[src/rtl/kat_adc_phase_cal.sv]
// Sampling-phase calibration sequencer: sweeps the ADC capture clock through the MMCM
// dynamic phase-shift port, finds the longest good window and seeks back to its centre.
module kat_adc_phase_cal #(
   parameter int STEPS   = 448,
   parameter int STEP_W  = 10,
   parameter int DWELL   = 64,
   parameter int TIMEOUT = 255
) (
   input  logic              mmcm_psclk,
   input  logic              ctrl_reset,
   input  logic              cal_start,
   input  logic              ctrl_mmcm_locked,
   input  logic              data_good,
   input  logic              mmcm_psdone,
   output logic              mmcm_psen,
   output logic              mmcm_psincdec,
   output logic              cal_busy,
   output logic              cal_done,
   output logic              cal_fail,
   output logic [STEP_W-1:0] cal_phase,
   output logic [STEP_W-1:0] win_start,
   output logic [STEP_W-1:0] win_len
);

   localparam int DWELL_W = $clog2(DWELL + 1);
   localparam int TO_W    = $clog2(TIMEOUT + 1);

   localparam logic [STEP_W-1:0]  LAST_POS   = STEP_W'(STEPS - 1);
   localparam logic [DWELL_W-1:0] DWELL_LAST = DWELL_W'(DWELL - 1);
   localparam logic [TO_W-1:0]    TO_LAST    = TO_W'(TIMEOUT - 1);

   typedef enum logic [2:0] {
      ST_IDLE,
      ST_WAIT_LOCK,
      ST_DWELL,
      ST_STEP,
      ST_WAIT_DONE,
      ST_SEEK,
      ST_DONE,
      ST_FAIL
   } state_t;

   state_t              state;
   logic                seek_mode;
   logic [DWELL_W-1:0]  dwell_cnt;
   logic                good_acc;
   logic [TO_W-1:0]     wait_cnt;
   logic                run_open;
   logic [STEP_W-1:0]   run_start;
   logic [STEP_W-1:0]   run_len;
   logic [STEP_W-1:0]   target;

   logic                pos_good;
   logic                last_pos;
   logic                lock_lost;
   logic                run_open_nx;
   logic [STEP_W-1:0]   run_start_nx;
   logic [STEP_W-1:0]   run_len_nx;
   logic [STEP_W-1:0]   cand_len;
   logic [STEP_W-1:0]   win_start_nx;
   logic [STEP_W-1:0]   win_len_nx;
   logic [STEP_W-1:0]   target_nx;

   // Run tracker and best-window update as seen on the last dwell cycle of a position.
   always_comb begin
      // NOTE: every signal assigned here gets a default first, so no latch is inferred.
      pos_good     = good_acc & data_good;
      last_pos     = (cal_phase == LAST_POS);
      lock_lost    = !ctrl_mmcm_locked &&
                     (state inside {ST_DWELL, ST_STEP, ST_WAIT_DONE, ST_SEEK});
      run_open_nx  = pos_good;
      run_start_nx = (pos_good && !run_open) ? cal_phase : run_start;
      run_len_nx   = run_len;
      if (pos_good) begin
         run_len_nx = run_open ? run_len + STEP_W'(1) : STEP_W'(1);
      end

      // A run closes on a bad position, or at the end of the sweep while still open.
      cand_len = '0;
      if (pos_good && last_pos) begin
         cand_len = run_len_nx;
      end else if (!pos_good && run_open) begin
         cand_len = run_len;
      end

      // Strictly longer only, so a tie keeps the earlier window.
      win_start_nx = win_start;
      win_len_nx   = win_len;
      if (cand_len > win_len) begin
         win_start_nx = run_start_nx;
         win_len_nx   = cand_len;
      end
      target_nx = win_start_nx + (win_len_nx >> 1);
   end

   always_ff @(posedge mmcm_psclk) begin
      if (ctrl_reset) begin
         state         <= ST_IDLE;
         seek_mode     <= 1'b0;
         dwell_cnt     <= '0;
         good_acc      <= 1'b0;
         wait_cnt      <= '0;
         run_open      <= 1'b0;
         run_start     <= '0;
         run_len       <= '0;
         target        <= '0;
         mmcm_psen     <= 1'b0;
         mmcm_psincdec <= 1'b0;
         cal_busy      <= 1'b0;
         cal_done      <= 1'b0;
         cal_fail      <= 1'b0;
         cal_phase     <= '0;
         win_start     <= '0;
         win_len       <= '0;
      end else begin
         // NOTE: sequential state uses non-blocking assignments so every read sees the pre-edge value.
         mmcm_psen <= 1'b0;
         if (lock_lost) begin
            state    <= ST_FAIL;
            cal_busy <= 1'b0;
            cal_fail <= 1'b1;
         end else begin
            unique case (state)
               ST_IDLE, ST_DONE, ST_FAIL: begin
                  if (cal_start) begin
                     state     <= ST_WAIT_LOCK;
                     seek_mode <= 1'b0;
                     cal_busy  <= 1'b1;
                     cal_done  <= 1'b0;
                     cal_fail  <= 1'b0;
                     cal_phase <= '0;
                     win_start <= '0;
                     win_len   <= '0;
                     run_open  <= 1'b0;
                     run_start <= '0;
                     run_len   <= '0;
                  end
               end

               ST_WAIT_LOCK: begin
                  if (ctrl_mmcm_locked) begin
                     state     <= ST_DWELL;
                     dwell_cnt <= '0;
                     good_acc  <= 1'b1;
                  end
               end

               ST_DWELL: begin
                  if (dwell_cnt != DWELL_LAST) begin
                     dwell_cnt <= dwell_cnt + DWELL_W'(1);
                     good_acc  <= pos_good;
                  end else begin
                     run_open  <= run_open_nx && !last_pos;
                     run_start <= run_start_nx;
                     run_len   <= run_len_nx;
                     win_start <= win_start_nx;
                     win_len   <= win_len_nx;
                     if (!last_pos) begin
                        state         <= ST_STEP;
                        mmcm_psen     <= 1'b1;
                        mmcm_psincdec <= 1'b1;
                     end else if (win_len_nx == '0) begin
                        state    <= ST_FAIL;
                        cal_busy <= 1'b0;
                        cal_fail <= 1'b1;
                     end else begin
                        state     <= ST_SEEK;
                        seek_mode <= 1'b1;
                        target    <= target_nx;
                     end
                  end
               end

               // mmcm_psen is already high for this one cycle; it drops by default.
               ST_STEP: begin
                  state    <= ST_WAIT_DONE;
                  wait_cnt <= '0;
               end

               ST_WAIT_DONE: begin
                  if (mmcm_psdone) begin
                     if (seek_mode) begin
                        cal_phase <= cal_phase - STEP_W'(1);
                        state     <= ST_SEEK;
                     end else begin
                        cal_phase <= cal_phase + STEP_W'(1);
                        state     <= ST_DWELL;
                        dwell_cnt <= '0;
                        good_acc  <= 1'b1;
                     end
                  end else if (wait_cnt == TO_LAST) begin
                     state    <= ST_FAIL;
                     cal_busy <= 1'b0;
                     cal_fail <= 1'b1;
                  end else begin
                     wait_cnt <= wait_cnt + TO_W'(1);
                  end
               end

               ST_SEEK: begin
                  if (cal_phase == target) begin
                     state    <= ST_DONE;
                     cal_busy <= 1'b0;
                     cal_done <= 1'b1;
                  end else begin
                     state         <= ST_STEP;
                     mmcm_psen     <= 1'b1;
                     mmcm_psincdec <= 1'b0;
                  end
               end

               default: state <= ST_IDLE;
            endcase
         end
      end
   end

endmodule

[config.mk]
export PLATFORM = sky130hd
export DESIGN_NAME = kat_adc_phase_cal
export DESIGN_NICKNAME = d
export VERILOG_FILES = /design/src/rtl/kat_adc_phase_cal.sv
export SDC_FILE = /design/constraint.sdc
export NUM_CORES = 1
export LEC_CHECK = 0
export CAP_MARGIN = 25
export CORE_UTILIZATION = 50
export DETAILED_ROUTE_END_ITERATION = 16
export HOLD_SLACK_MARGIN = 0.05
export PLACE_DENSITY_LB_ADDON = 0.25
export SETUP_SLACK_MARGIN = 0.1
export SYNTH_ARGS = -nofsm -noshare
export SYNTH_HDL_FRONTEND = slang
export SYNTH_SLANG_ARGS = --single-unit
[constraint.sdc]
create_clock -name mmcm_psclk -period 7.94 [get_ports mmcm_psclk]
set_clock_uncertainty 0.05 [all_clocks]
set_input_delay 0.794 -clock mmcm_psclk [delete_from_list [all_inputs] [get_ports mmcm_psclk]]
set_output_delay 0.794 -clock mmcm_psclk [all_outputs]
set_load 0.03 [all_outputs]
==> flow_metrics.py <==
metrics = {
    "clock_tree": {
        "clkSlewWorstSetupHoldPaths_ns": 0.09,
        "cts_sinks": 86,
        "cts_tree": "yes",
        "cts_max_level": 3,
        "clk_latency_ns": 0.38,
        "cts_root_buf": "clkbuf_8",
        "cts_buffers": 9,
        "cts_buffer_depth": 2,
        "cts_hold_buf": 0,
        "post_cts_resized": 0,
        "cts_setup_buffers": 0,
    },
    "die": {
        "io_pins": 41,
        "dieArea_um2": 11400,
        "start_util_pct": 52.3,
        "row_count": 37,
        "die_h_um": 107,
        "die_x_um": 107,
        "core_um2": 10500,
    },
    "layout": {
        "multi_input_area_um2": 3520,
        "synthToLayoutAreaGrowth_pct": 11.2,
        "drive_above_1_share_pct": 5.31,
        "ff_latch_area_um2": 1720,
        "num_antenna_cells": 0,
        "nFillCells": 993,
        "final_nets": 769,
        "post-route-util_pct": 58.1,
    },
    "global_route": {
        "grt_pass1_vias": 4793,
        "grt_start_max_net_pins": 85,
        "antenna_found_initial": 0,
        "grt-ovfl-total": 0,
        "grt_pass1_wl_um": 23500,
        "grtUsageTotal_pct": 25.8,
    },
    "worst_setup_path": {
        "end_kind": "flop",
        "critPathBufInv": 3,
        "slowest_delay_ns": 0.78,
        "required_ns": 8.18,
        "cp_cell_sequence": "clkdlybuf4s50_1 > nand2_1 > nor4_1 > a41oi_1 > a31oi_1 > and2_1 > ha_1 > nand4_1 > nor2_1 > and3_1 > a31oi_2 > buf_4 > mux2_2 > ha_1 > a21oi_1 > inv_1 > a211o_1 > a2111oi_0 > or3_1 > o21ai_0 > xnor2_1 > o31ai_1",
        "cp_max_fo": 40,
        "critical_path_class": "in -> reg",
        "crit_arrival_ns": 6.38,
        "crit_path_top_delay_cell": "nor4_1",
        "crit_family": "compound AO/OA/AOI/OAI gates",
        "startpoint_type": "input pin",
        "crit_top_cell": "ha_1",
    },
    "sta": {
        "finalSetupTns_ns": 0,
        "layout_worst_path_cycle_share_pct": 77.3,
        "fmax_mhz": 163,
        "setup_viol": 0,
        "fin_ws_ns": 1.80,
        "slew_violations": 0,
        "fin_crit_ns": 6.14,
        "hold_viol": 0,
        "whs_ns": 0.423,
        "tightestPinTransition_ns": 1.11,
        "rsz0062_at_grt": "false",
        "maxSlewHeadroom_pct": 25.5,
    },
    "placed_design": {
        "routabilityCongestion": 0.920,
        "portBuffers": 40,
        "hpwl_um": 9940,
        "pre_cts_slack_ns": 1.56,
    },
    "logic_synthesis": {
        "synth_top_area_share_pct": 31.4,
        "yosysMostFrequentCell": "nor2_1",
        "synthesis.instances": 716,
        "synth_cell_types": 62,
        "synthTopCellsByCount": "nor2_1, dfxtp_1, a21oi_1, nand2_1, o21ai_0",
        "synth_edf_count": 0,
        "syn-num-nets": 755,
        "ys_async_sr_fraction_pct": 0,
        "yosys-top-cells-area": "dfxtp_1, nor2_1, ha_1",
        "syn-mean-instance-area_um2": 7.67,
        "ys_warn_count": 0,
        "synth_flop_cell": "dfxtp_1",
        "yosysTopAreaCell": "dfxtp_1",
        "seq_area_frac_synth_pct": 31.4,
        "synthesis.area_um2": 5490,
        "synth-seq-cells": 86,
    },
    "power_and_ir_drop": {
        "power.combinational.fraction_pct": 27.2,
        "switching_share_pct": 37.0,
        "p_int_uw": 680,
        "sequentialPowerShare_pct": 45.9,
        "power.density_nw_per_um2": 177,
        "p_leak_uw": 0.00223,
        "peakVddDrop_mv": 0.100,
        "clock_power_share_pct": 26.8,
        "switchingPower_uw": 399,
    },
    "drt": {
        "antenna_left": 0,
        "vias": 5255,
        "drt_wl_total_um": 14000,
        "drc": 0,
        "vias_per_cell": 6.03,
        "drtPass1Iterations": 5,
        "drt_iter0_drc": 450,
        "wl_per_cell_um": 16.1,
    },
    "status": {
        "status": "finished, final reports clean",
    },
    "job": {
        "cap_viol_max_count": 0,
    },
    "hold_path": {
        "hold_path_class": "reg -> reg",
    },
}
-- worst reg2reg max path, cell delays in order (launching register included) --
cell and delay (ns):
dfxtp_1 0.58, nand4_1 0.27, nor3_1 0.91, o21ai_1 0.17, a31oi_1 0.32, and2_1 0.18, ha_1 0.24, nand4_1 0.10
nor2_1 0.06, and3_1 0.19, a31oi_2 0.14, buf_4 0.36, mux2_2 0.42, ha_1 0.30, a21oi_1 0.15, inv_1 0.07
a211o_1 0.30, a2111oi_0 0.38, or3_1 0.20, o21ai_0 0.11, xnor2_1 0.14, o31ai_1 0.21
-- registers in the layout, summed over array words and instances, names as in the netlist, 7 cells and up --
name	count
run_len	10
wait_cnt	8
run_start	10
target	10
dwell_cnt	7
cal_phase	10
win_len	10
win_start	10
-- final timing paths --
| path | from | end | slack (ns) | cells past startpoint |
|---|---|---|---|---|
| worst max-delay path | data_good | target[9] | 1.80 | 22 |
| worst max register to register | cal_phase[1] | target[9] | 2.02 | 21 |
| worst min-delay path | dwell_cnt[6] | dwell_cnt[6] | 0.42 | 2 |
| worst min register to register | dwell_cnt[6] | dwell_cnt[6] | 0.42 | 2 |
-- layout by cell type, fill, tap and decap left out, types with 7 or more instances in the layout --
master,netlist,routed
nand2_1,49,49
mux2i_1,12,12
a22oi_1,38,38
nor2_1,112,112
clkbuf_8,0,10
xor2_1,11,11
nand4_1,15,15
or3_1,8,8
nand3b_1,10,10
o31ai_1,9,9
nor3_1,26,25
dfxtp_1,86,86
ha_1,31,31
nand3_1,19,19
a31oi_1,8,7
inv_1,23,23
o21ai_0,49,49
nand2b_1,9,9
clkdlybuf4s50_1,0,39
nor2b_1,11,11
a21oi_1,54,54
xnor2_1,23,23
-- power groups by stage --
stage	Clock (µW)	Sequential [µW]	Combinational (µW)
3_5_place_dp	0	505	289
3_3_place_gp	0	503	285
4_1_cts	298	495	291
6_report	290	496	294
2_1_floorplan	0	488	235
5_1_grt	316	502	328
-- metal layers --
| metal | vias up | global-route usage, % | routed length (µm) |
|---|---|---|---|
| met5 | - | 0 | 0 |
| met4 | 0 | 9.39 | 247 |
| met3 | 22 | 3.40 | 717 |
| met2 | 169 | 42.3 | 6490 |
| met1 | 2453 | 34.5 | 6530 |
| li1 | 2611 | - | - |
-- cell families after synthesis --
family	share of synthesized area (%)
fa+ha+maj	7.79
buf+inv	4.69
compound gates	23.0
xor+xnor	5.42
simple gates	25.2
flops	31.4
mux	2.60
-- stage by stage --
stage / total power, µW / cell area, µm² / instances
2_1_floorplan: 723 / 5490 / 716
3_3_place_gp: 788 / 5930 / 855
3_5_place_dp: 794 / 5930 / 855
4_1_cts: 1080 / 6110 / 871
5_1_grt: 1150 / 6110 / 871
6_report: 1080 / 6110 / 871
-- final cells by class --
| class | instances | area share [%] |
|---|---|---|
| Clock buffer | 12 | 2.38 |
| Multi-Input combinational cell | 565 | 57.7 |
| Timing Repair Buffer | 44 | 6.97 |
| Inverter | 24 | 1.48 |
| Sequential cell | 86 | 28.2 |
| Tap cell | 136 | 2.79 |
| Clock inverter | 4 | 0.492 |
No activity file was read; power rests on OpenSTA's default activity.
